### src/rtl/vfpu_prenorm_add.sv
// vfpu_prenorm_add: unpack, magnitude-order and align two IEEE operands for the add/sub adder; 2-cycle latency.
// Elastic valid/ready pipe holding outputs under backpressure; define VFPU_PRENORM_DENORM_EN to keep subnormals.
module vfpu_prenorm_add #(
  parameter int FP_EXP_WIDTH          = 8,
  parameter int FP_MANT_WIDTH         = 23,
  parameter int GUARD_BITS            = 3,
  parameter int FP_EXP_PRENORM_WIDTH  = FP_EXP_WIDTH + 2,
  parameter int FP_MANT_PRENORM_WIDTH = FP_MANT_WIDTH + 2 + GUARD_BITS
) (
  input  logic                                   clk_i,
  input  logic                                   rst_ni,
  input  logic                                   clear_i,
  input  logic [FP_EXP_WIDTH+FP_MANT_WIDTH:0]    operandA_i,
  input  logic [FP_EXP_WIDTH+FP_MANT_WIDTH:0]    operandB_i,
  input  logic                                   sub_i,
  input  logic                                   inValid_i,
  output logic                                   inReady_o,
  output logic                                   signPreNorm_o,
  output logic                                   effSub_o,
  output logic [FP_EXP_PRENORM_WIDTH-1:0]        exponentPreNorm_o,
  output logic [FP_MANT_PRENORM_WIDTH-1:0]       mantLargePreNorm_o,
  output logic [FP_MANT_PRENORM_WIDTH-1:0]       mantSmallPreNorm_o,
  output logic                                   isNaN_o,
  output logic                                   isInf_o,
  output logic                                   outValid_o,
  input  logic                                   outReady_i
);

  localparam int E   = FP_EXP_WIDTH;
  localparam int M   = FP_MANT_WIDTH;
  localparam int MP  = FP_MANT_PRENORM_WIDTH;
  localparam int SHW = $clog2(MP);

  typedef struct packed {
    logic         sign;
    logic [E-1:0] exp;
    logic [M-1:0] frac;
    logic         hid;
    logic         zero;
    logic         nan;
    logic         inf;
  } op_t;

  typedef struct packed {
    logic         sign;
    logic         eff_sub;
    logic [E-1:0] exp_l;
    logic [E-1:0] diff;
    logic         hid_l;
    logic [M-1:0] frac_l;
    logic         hid_s;
    logic [M-1:0] frac_s;
    logic         nan;
    logic         inf;
  } s1_t;

  typedef struct packed {
    logic                            sign;
    logic                            eff_sub;
    logic [FP_EXP_PRENORM_WIDTH-1:0] exp;
    logic [MP-1:0]                   mant_l;
    logic [MP-1:0]                   mant_s;
    logic                            nan;
    logic                            inf;
  } s2_t;

  function automatic op_t unpack(input logic [E+M:0] raw, input logic flip);
    op_t          o;
    logic [E-1:0] e_raw;
    logic [M-1:0] f_raw;
    logic         e_zero;
    logic         e_max;
    logic         f_zero;
    e_raw  = raw[E+M-1:M];
    f_raw  = raw[M-1:0];
    e_zero = (e_raw == '0);
    e_max  = &e_raw;
    f_zero = (f_raw == '0);
    o.sign = raw[E+M] ^ flip;
    o.hid  = !e_zero;
    o.nan  = e_max & !f_zero;
    o.inf  = e_max & f_zero;
`ifdef VFPU_PRENORM_DENORM_EN
    // a subnormal sits at the scale of exponent 1, only without the hidden bit
    o.exp  = (e_zero && !f_zero) ? E'(1) : e_raw;
    o.frac = f_raw;
    o.zero = e_zero & f_zero;
`else
    o.exp  = e_raw;
    o.frac = e_zero ? '0 : f_raw;
    o.zero = e_zero;
`endif
    return o;
  endfunction

  // handshake
  logic s1_vld;
  logic s2_vld;
  logic s2_load;
  logic s1_load;

  assign s2_load   = !s2_vld | outReady_i;
  assign inReady_o = !s1_vld | s2_load;
  assign s1_load   = inValid_i & inReady_o;

  always_ff @(posedge clk_i or negedge rst_ni) begin
    if (!rst_ni) begin
      s1_vld <= 1'b0;
      s2_vld <= 1'b0;
    end else if (clear_i) begin
      s1_vld <= 1'b0;
      s2_vld <= 1'b0;
    end else begin
      if (inReady_o) s1_vld <= inValid_i;
      if (s2_load)   s2_vld <= s1_vld;
    end
  end

  // S1: unpack and order by magnitude
  op_t  op_a;
  op_t  op_b;
  logic a_larger;
  logic both_zero;
  logic eff_sub;
  s1_t  s1_nxt;
  s1_t  s1_q;

  always_comb begin
    op_a      = unpack(operandA_i, 1'b0);
    op_b      = unpack(operandB_i, sub_i);
    a_larger  = {op_a.exp, op_a.frac} >= {op_b.exp, op_b.frac};
    eff_sub   = op_a.sign ^ op_b.sign;
    both_zero = op_a.zero & op_b.zero;

    s1_nxt.eff_sub = eff_sub;
    // x + (-x) with both zero rounds to +0; equal-signed zeros keep their sign
    s1_nxt.sign    = both_zero ? (!eff_sub & op_a.sign & op_b.sign)
                               : (a_larger ? op_a.sign : op_b.sign);
    s1_nxt.exp_l   = a_larger ? op_a.exp  : op_b.exp;
    s1_nxt.diff    = a_larger ? (op_a.exp - op_b.exp) : (op_b.exp - op_a.exp);
    s1_nxt.hid_l   = a_larger ? op_a.hid  : op_b.hid;
    s1_nxt.frac_l  = a_larger ? op_a.frac : op_b.frac;
    s1_nxt.hid_s   = a_larger ? op_b.hid  : op_a.hid;
    s1_nxt.frac_s  = a_larger ? op_b.frac : op_a.frac;
    s1_nxt.nan     = op_a.nan | op_b.nan | (op_a.inf & op_b.inf & eff_sub);
    s1_nxt.inf     = (op_a.inf | op_b.inf) & !s1_nxt.nan;
  end

  always_ff @(posedge clk_i or negedge rst_ni) begin
    if (!rst_ni)      s1_q <= '0;
    else if (s1_load) s1_q <= s1_nxt;
  end

  // S2: align the smaller mantissa, folding every lost bit into the sticky position
  logic [MP-1:0]  mant_s_full;
  logic [MP-1:0]  mant_s_shr;
  logic [MP-1:0]  lost_mask;
  logic [31:0]    diff_ext;
  logic [SHW-1:0] sh_amt;
  s2_t            s2_nxt;
  s2_t            s2_q;

  always_comb begin
    mant_s_full    = {1'b0, s1_q.hid_s, s1_q.frac_s, {GUARD_BITS{1'b0}}};
    diff_ext       = 32'(s1_q.diff);
    sh_amt         = (diff_ext > 32'(MP - 1)) ? SHW'(MP - 1) : SHW'(diff_ext);
    mant_s_shr     = mant_s_full >> sh_amt;
    lost_mask      = ~({MP{1'b1}} << sh_amt);

    s2_nxt.sign    = s1_q.sign;
    s2_nxt.eff_sub = s1_q.eff_sub;
    s2_nxt.exp     = FP_EXP_PRENORM_WIDTH'(s1_q.exp_l);
    s2_nxt.mant_l  = {1'b0, s1_q.hid_l, s1_q.frac_l, {GUARD_BITS{1'b0}}};
    s2_nxt.mant_s  = {mant_s_shr[MP-1:1], mant_s_shr[0] | (|(mant_s_full & lost_mask))};
    s2_nxt.nan     = s1_q.nan;
    s2_nxt.inf     = s1_q.inf;
  end

  always_ff @(posedge clk_i or negedge rst_ni) begin
    if (!rst_ni)                s2_q <= '0;
    else if (s2_load && s1_vld) s2_q <= s2_nxt;
  end

  assign outValid_o         = s2_vld;
  assign signPreNorm_o      = s2_q.sign;
  assign effSub_o           = s2_q.eff_sub;
  assign exponentPreNorm_o  = s2_q.exp;
  assign mantLargePreNorm_o = s2_q.mant_l;
  assign mantSmallPreNorm_o = s2_q.mant_s;
  assign isNaN_o            = s2_q.nan;
  assign isInf_o            = s2_q.inf;

  a_hold_stalled: assert property (@(posedge clk_i) disable iff (!rst_ni)
    (outValid_o && !outReady_i && !clear_i) |=> (outValid_o && $stable(s2_q)));

endmodule

### config.mk
export PLATFORM = sky130hd
export DESIGN_NAME = vfpu_prenorm_add
export DESIGN_NICKNAME = d
export VERILOG_FILES = /design/src/rtl/vfpu_prenorm_add.sv
export SDC_FILE = /design/constraint.sdc
export NUM_CORES = 1
export LEC_CHECK = 0
export BUFFER_PORTS_ARGS = -buffer_cell sky130_fd_sc_hd__clkbuf_2
export CAP_MARGIN = 0
export CORE_MARGIN = 10
export CORE_UTILIZATION = 30
export DETAILED_ROUTE_END_ITERATION = 6
export GPL_TIMING_DRIVEN = 0
export PLACE_DENSITY = 0.51
export SLEW_MARGIN = 20
export SYNTH_ARGS = -nofsm -noshare
export SYNTH_HDL_FRONTEND = slang
export SYNTH_SLANG_ARGS = --single-unit
### constraint.sdc
create_clock -name clk_i -period 3.2 [get_ports clk_i]
set_clock_uncertainty 0.05 [all_clocks]
set_input_delay 0.64 -clock clk_i [delete_from_list [all_inputs] [get_ports clk_i]]
set_output_delay 0.64 -clock clk_i [all_outputs]
set_load 0.05 [all_outputs]
==> Word level (Yosys, flattened, before mapping) <==
Cells that the tools add are included.
{ "totals": {"reg_bits": 134, "latch_bits": 0, "ramBits": 0, "elab_cells": 79, "input_bits": 70, "mem_bits_ro": 0, "memories": 0} }
{ "op_classes": {"n_reduce_logical": 18, "n_addsub": 2, "mul": 0, "mux": 15, "n_div": 0, "shift": 2, "n_eq_ne": 0, "magnitude_cmp": 2, "n_bitwise": 21} }
{ "ops": {"columns": ["operator", "n"], "rows": [
  ["23-bit two-way mux", 4],
  ["23-bit zero test", 2],
  ["31-bit greater-or-equal comparator", 1],
  ["27-bit by 28-bit AND with 28-bit output", 1],
  ["28-bit NOT", 1],
  ["28-bit OR reduction", 1],
  ["28-bit by 5-bit << shifter with 28-bit output, first input constant", 1],
  ["27-bit by 5-bit right shift with 28-bit output", 1],
  ["8-bit zero test", 2],
  ["8-bit two-way mux", 2],
  ["8-bit AND reduction", 2],
  ["8-bit subtractor", 2],
  ["1-bit AND", 11],
  ["8-bit by 5-bit > comparator with 1-bit output, second input constant", 1],
  ["1-bit zero test", 8],
  ["1-bit two-way mux", 8],
  ["1-bit bitwise OR", 6],
  ["5-bit two-way mux", 1],
  ["2-bit nonzero test", 2],
  ["1-bit XOR", 2],
  ["1-bit logical AND", 1]
]} }

==> Longest topological paths before layout <==
{ "logic_depth": {"ltp_word": 7, "depth_mapped": 16, "depth_no_buf": 13} }

==> Worst setup path after synthesis <==
Ideal clock, no wire load.
{ "synth_timing": {"path_type": "input port to flip-flop", "startpoint": "input port operandB_i[28]", "endpoint": "register s1_q (netlist bit diff_ext[5])", "path_slack_ns": -0.385, "cell_stages": 15, "path_buffers": 2, "t_required_ns": 3.016, "arrival_ns": 3.401, "cell_sequence": "nor4_1 > nand2_1 > clkbuf_1 > nand2_1 > ha_1 > a21o_1 > a21o_1 > a21oi_1 > a21oi_1 > or2_2 > clkbuf_1 > a2111o_1 > nand4_1 > and4_4 > o31ai_2"} }
{ "synth_between": {"elab_chain_len": 4} }
{ "synth_lines": {"columns": ["item", "line", "rtl"], "rows": [
  ["start: declaration", "14", "input logic [FP_EXP_WIDTH+FP_MANT_WIDTH:0] operandB_i,"],
  ["8-bit zero test", "76", "e_zero = (e_raw == '0);"],
  ["23-bit two-way mux", "90", "o.frac = e_zero ? '0 : f_raw;"],
  ["31-bit greater-or-equal comparator", "131", "a_larger = {op_a.exp, op_a.frac} >= {op_b.exp, op_b.frac};"],
  ["8-bit two-way mux (*)", "140", "s1_nxt.diff = a_larger ? (op_a.exp - op_b.exp) : (op_b.exp - op_a.exp);"],
  ["end signal: assignment", "151", "else if (s1_load) s1_q <= s1_nxt;"],
  ["end: declaration", "126", "s1_t s1_q;"]
]} }
Every way passes the cells marked *; elsewhere a longest branch is shown, timed or not.
A chain may end at the register's enable or synchronous reset.

==> Final worst setup path <==
{ "layout_timing": {"startpoint": "input port operandB_i[26]", "endpoint": "register s1_q[42] (netlist bit)"} }
{ "layout_between": {"elab_chain_len": 4} }
{ "layout_lines": {"columns": ["item", "line", "rtl"], "rows": [
  ["8-bit zero test", "76", null],
  ["23-bit two-way mux", "90", null],
  ["31-bit greater-or-equal comparator", "131", null],
  ["23-bit two-way mux (*)", "142", "s1_nxt.frac_l = a_larger ? op_a.frac : op_b.frac;"]
]} }
Marked as above.

==> results.json <==
{
  "grt-ovfl-total": 0,
  "holdBufCountCts": 0,
  "slowest_stage": "or4_4",
  "syn_area_per_cell_um2": 8.028,
  "critPathMaxStageDelay_ps": 580,
  "yosys.area.top_type_share": 0.3738,
  "critical_path_class": "in -> reg",
  "syn_area_mm2": 0.008904,
  "first_iter_violations": 625,
  "numCtsBuffers": 17,
  "synth_edf_count": 0,
  "crit_path_end_kind": "flop",
  "antenna_found_initial": 1,
  "die_y_um": 192.3,
  "synth_most_common_cell": "nand2_1",
  "clk_path_buf_depth": 2,
  "tritoncts": "yes",
  "dr.pass1.iters": 7,
  "fin_ws_ps": -286.4,
  "relSlewSlack": 0.4715,
  "synth_area_leaders": "dfrtp_1 37%, nand2_1 12%, ha_1 5.5%",
  "post_drt_wl_per_cell_um": 20.60,
  "grt_pass1_vias": 9134,
  "fin_crit_sh": 1.090,
  "peakVddDrop_mv": 0.3693,
  "cts.reportedPaths.clkPinSlew_ps": 70,
  "cp_data_arrival_time_ps": 3740,
  "finalPower_mw": 7.037,
  "synth_cell_types": 71,
  "portBuffers": 134,
  "dpl.hpwl_mm": 26.17,
  "yosysTopAreaCell": "dfrtp_1",
  "syn_inst": 1109,
  "ios": 142,
  "met1_usage": 0.2399,
  "critical_path_peak_fanout": 6,
  "routed_wl_mm": 35.14,
  "async_flop_share": 1.000,
  "track_usage": 0.1872,
  "worstMarginPinSlew_ps": 792.7,
  "grt_first_pass_wirelength_mm": 53.92,
  "diodes": 0,
  "place_congestion": 0.9520,
  "violations": "setup timing",
  "syn2layout_area_growth_pct": 38.93,
  "period_needed_ps": 3486,
  "status": "finished with violations",
  "synth_ff_type": "dfrtp_1",
  "clkLatencyLatePin_ps": 420,
  "rsz0062_at_grt": "yes",
  "path_buf_inv": 6,
  "remaining_drc_errors": 0,
  "cp-start-kind": "input pin",
  "dieArea_mm2": 0.03697,
  "busiest_layer": "met2",
  "coreArea_mm2": 0.02948,
  "grt_use_met3": 0.03704,
  "use_met2": 0.3113,
  "ys_ff_latch": 133,
  "htreeDepth": 4,
  "fmax_ghz": 0.2868,
  "utilization": 0.4196,
  "p_leak_nw": 5.513,
  "crit_required_ps": 3450,
  "grt_start_max_net_pins": 88,
  "post_drt_via_cell_ratio": 5.322,
  "hold_path_class": "in -> async",
  "yosysSeqAreaShare": 0.3738,
  "synth_warnings": 0,
  "cts_sinks": 133,
  "drive_gt1_frac": 0.3108,
  "rrSetupSlack_ps": 200,
  "cp_cell_sequence": "clkbuf_2 -> nor4_2 -> nand2_4 -> buf_4 -> buf_4 -> nand2_1 -> ha_1 -> nand2_1 -> nor4_2 -> a21oi_2 -> or4_4 -> nand2_8 -> buf_12 -> buf_12 -> buf_16 -> nor2_4 -> a21oi_2 -> o21ai_1",
  "initial_core_util": 0.3020,
  "drv_slew": 0,
  "maxCapViolCount": 0,
  "num-fill-cells": 3036,
  "hold_viol": 0,
  "fin_nets": 1414,
  "setup_viol": 64,
  "placementRows": 63,
  "die_x_um": 192.3,
  "yosys-top-cells-count": "276 x nand2_1, 133 x dfrtp_1, 95 x a21oi_1",
  "cts_root_buf": "clkbuf_16",
  "final_antenna_net_count": 0,
  "vias": 9079,
  "p_per_area_mw_per_mm2": 568.9,
  "cpLargestDelayFamily": "simple AND/OR/NAND/NOR gates"
}
## sequential cells by signal, indices dropped and copies added (netlist names)
name / cells
mantSmallPreNorm_o: 27
exponentPreNorm_o: 8
diff_ext: 8
signPreNorm_o: 1
isInf_o: 1
mantLargePreNorm_o: 24
isNaN_o: 1
s1_q: 36
effSub_o: 1
s1_vld: 1
outValid_o: 1
mant_s_full: 24
## power breakdown
part	switching (mW)	internal, mW
combinational	1.90	1.03
sequential	0.231	1.95
clock	0.828	1.10
## worst paths after layout
check	start	end	cells after the start
setup / recovery	operandB_i[26]	s1_q[42]$_DFFE_PN0P_	18
hold / removal	rst_ni	mantSmallPreNorm_o[16]$_DFFE_PN0P_	1
setup reg to reg	diff_ext[5]$_DFFE_PN0P_	mantSmallPreNorm_o[2]$_DFFE_PN0P_	10
hold reg to reg	s1_q[39]$_DFFE_PN0P_	mantLargePreNorm_o[16]$_DFFE_PN0P_	2
max in group asynchronous	rst_ni	mant_s_full[14]$_DFFE_PN0P_	2
min in group clk_i	clear_i	outValid_o$_DFFE_PN0P_	2
## stage by stage
step | cell area [µm²] | cells | setup slack (ps) | TNS (ps) | hold WS, ps
finish | 12370 | 1706 | -286.4 | -12080 | 123.7
global route | 12370 | 1706 | -381.4 | -18390 | 142.2
CTS | 11830 | 1700 | -278.9 | -12930 | 125.9
detailed placement | 10390 | 1640 | -1379 | -78030 | 402.3
global placement | 10350 | 1639 | -1360 | -203160 | 406.7
floorplan | 9191 | 1115 | -157.4 | -3785 | 294.4
## per-layer routing
layer / up-vias / routed length, µm
li1: 4306 / -
met5: - / 13
met2: 309 / 17120
met1: 4400 / 15150
met4: 2 / 959
met3: 62 / 1902
## cell usage in the layout (no fill, tap or decap), types with 11 or more instances in the layout
cell,count
a21oi_1,49
a21oi_2,29
a21oi_4,17
a31oi_1,15
a31oi_4,14
and2_4,16
buf_12,12
buf_4,35
clkbuf_1,42
clkbuf_16,20
clkbuf_2,128
dfrtp_1,133
ha_1,28
inv_1,23
mux2i_1,34
mux4_2,11
nand2_1,266
nand3_1,17
nand4_1,12
nor2_1,67
nor3_1,11
o21ai_0,46
o21ai_1,55
## worst reg2reg max path, cell delays in order (launching register included)
cell	delay, ps
dfrtp_1	420
or3_1	530
nor3b_1	240
buf_4	230
buf_4	250
mux4_2	360
mux2i_1	300
o32ai_1	160
nor2_1	100
o21ai_0	110
o21a_1	130
## cell type report
type                            count  area [µm²]  area share
Tap cell                          390       488.0     0.03945
Multi-Input combinational cell    874        6155      0.4976
Clock buffer                       20       446.7     0.03611
Inverter                           24       90.09    0.007283
Clock inverter                     12       122.6    0.009913
Timing Repair Buffer              171        1146     0.09266
Buffer                             82       593.1     0.04795
Sequential cell                   133        3328      0.2691
## cell families (layout without fill, tap and decap cells)
family                   Yosys count  after routing  share of synthesized area
flip-flops                       133            133                     0.3738
other                              1              7                  0.0004212
XOR/XNOR                           5              5                   0.004919
AO/OA/AOI/OAI                    301            301                     0.1989
adder cells (fa/ha/maj)           41             41                    0.05930
buffers and inverters            109            309                    0.05509
multiplexers                      58             58                    0.08179
AND/OR/NAND/NOR                  461            462                     0.2258
## repair_timing
| item | CTS | global route |
|---|---|---|
| pin swaps | 32 | 39 |
| buffers inserted | 25 | 10 |
| cloned | 6 | 1 |
| setup endpoints to repair | 68 | 76 |
| resized for setup | 131 | 128 |
Power figures use the tool's default switching activity.
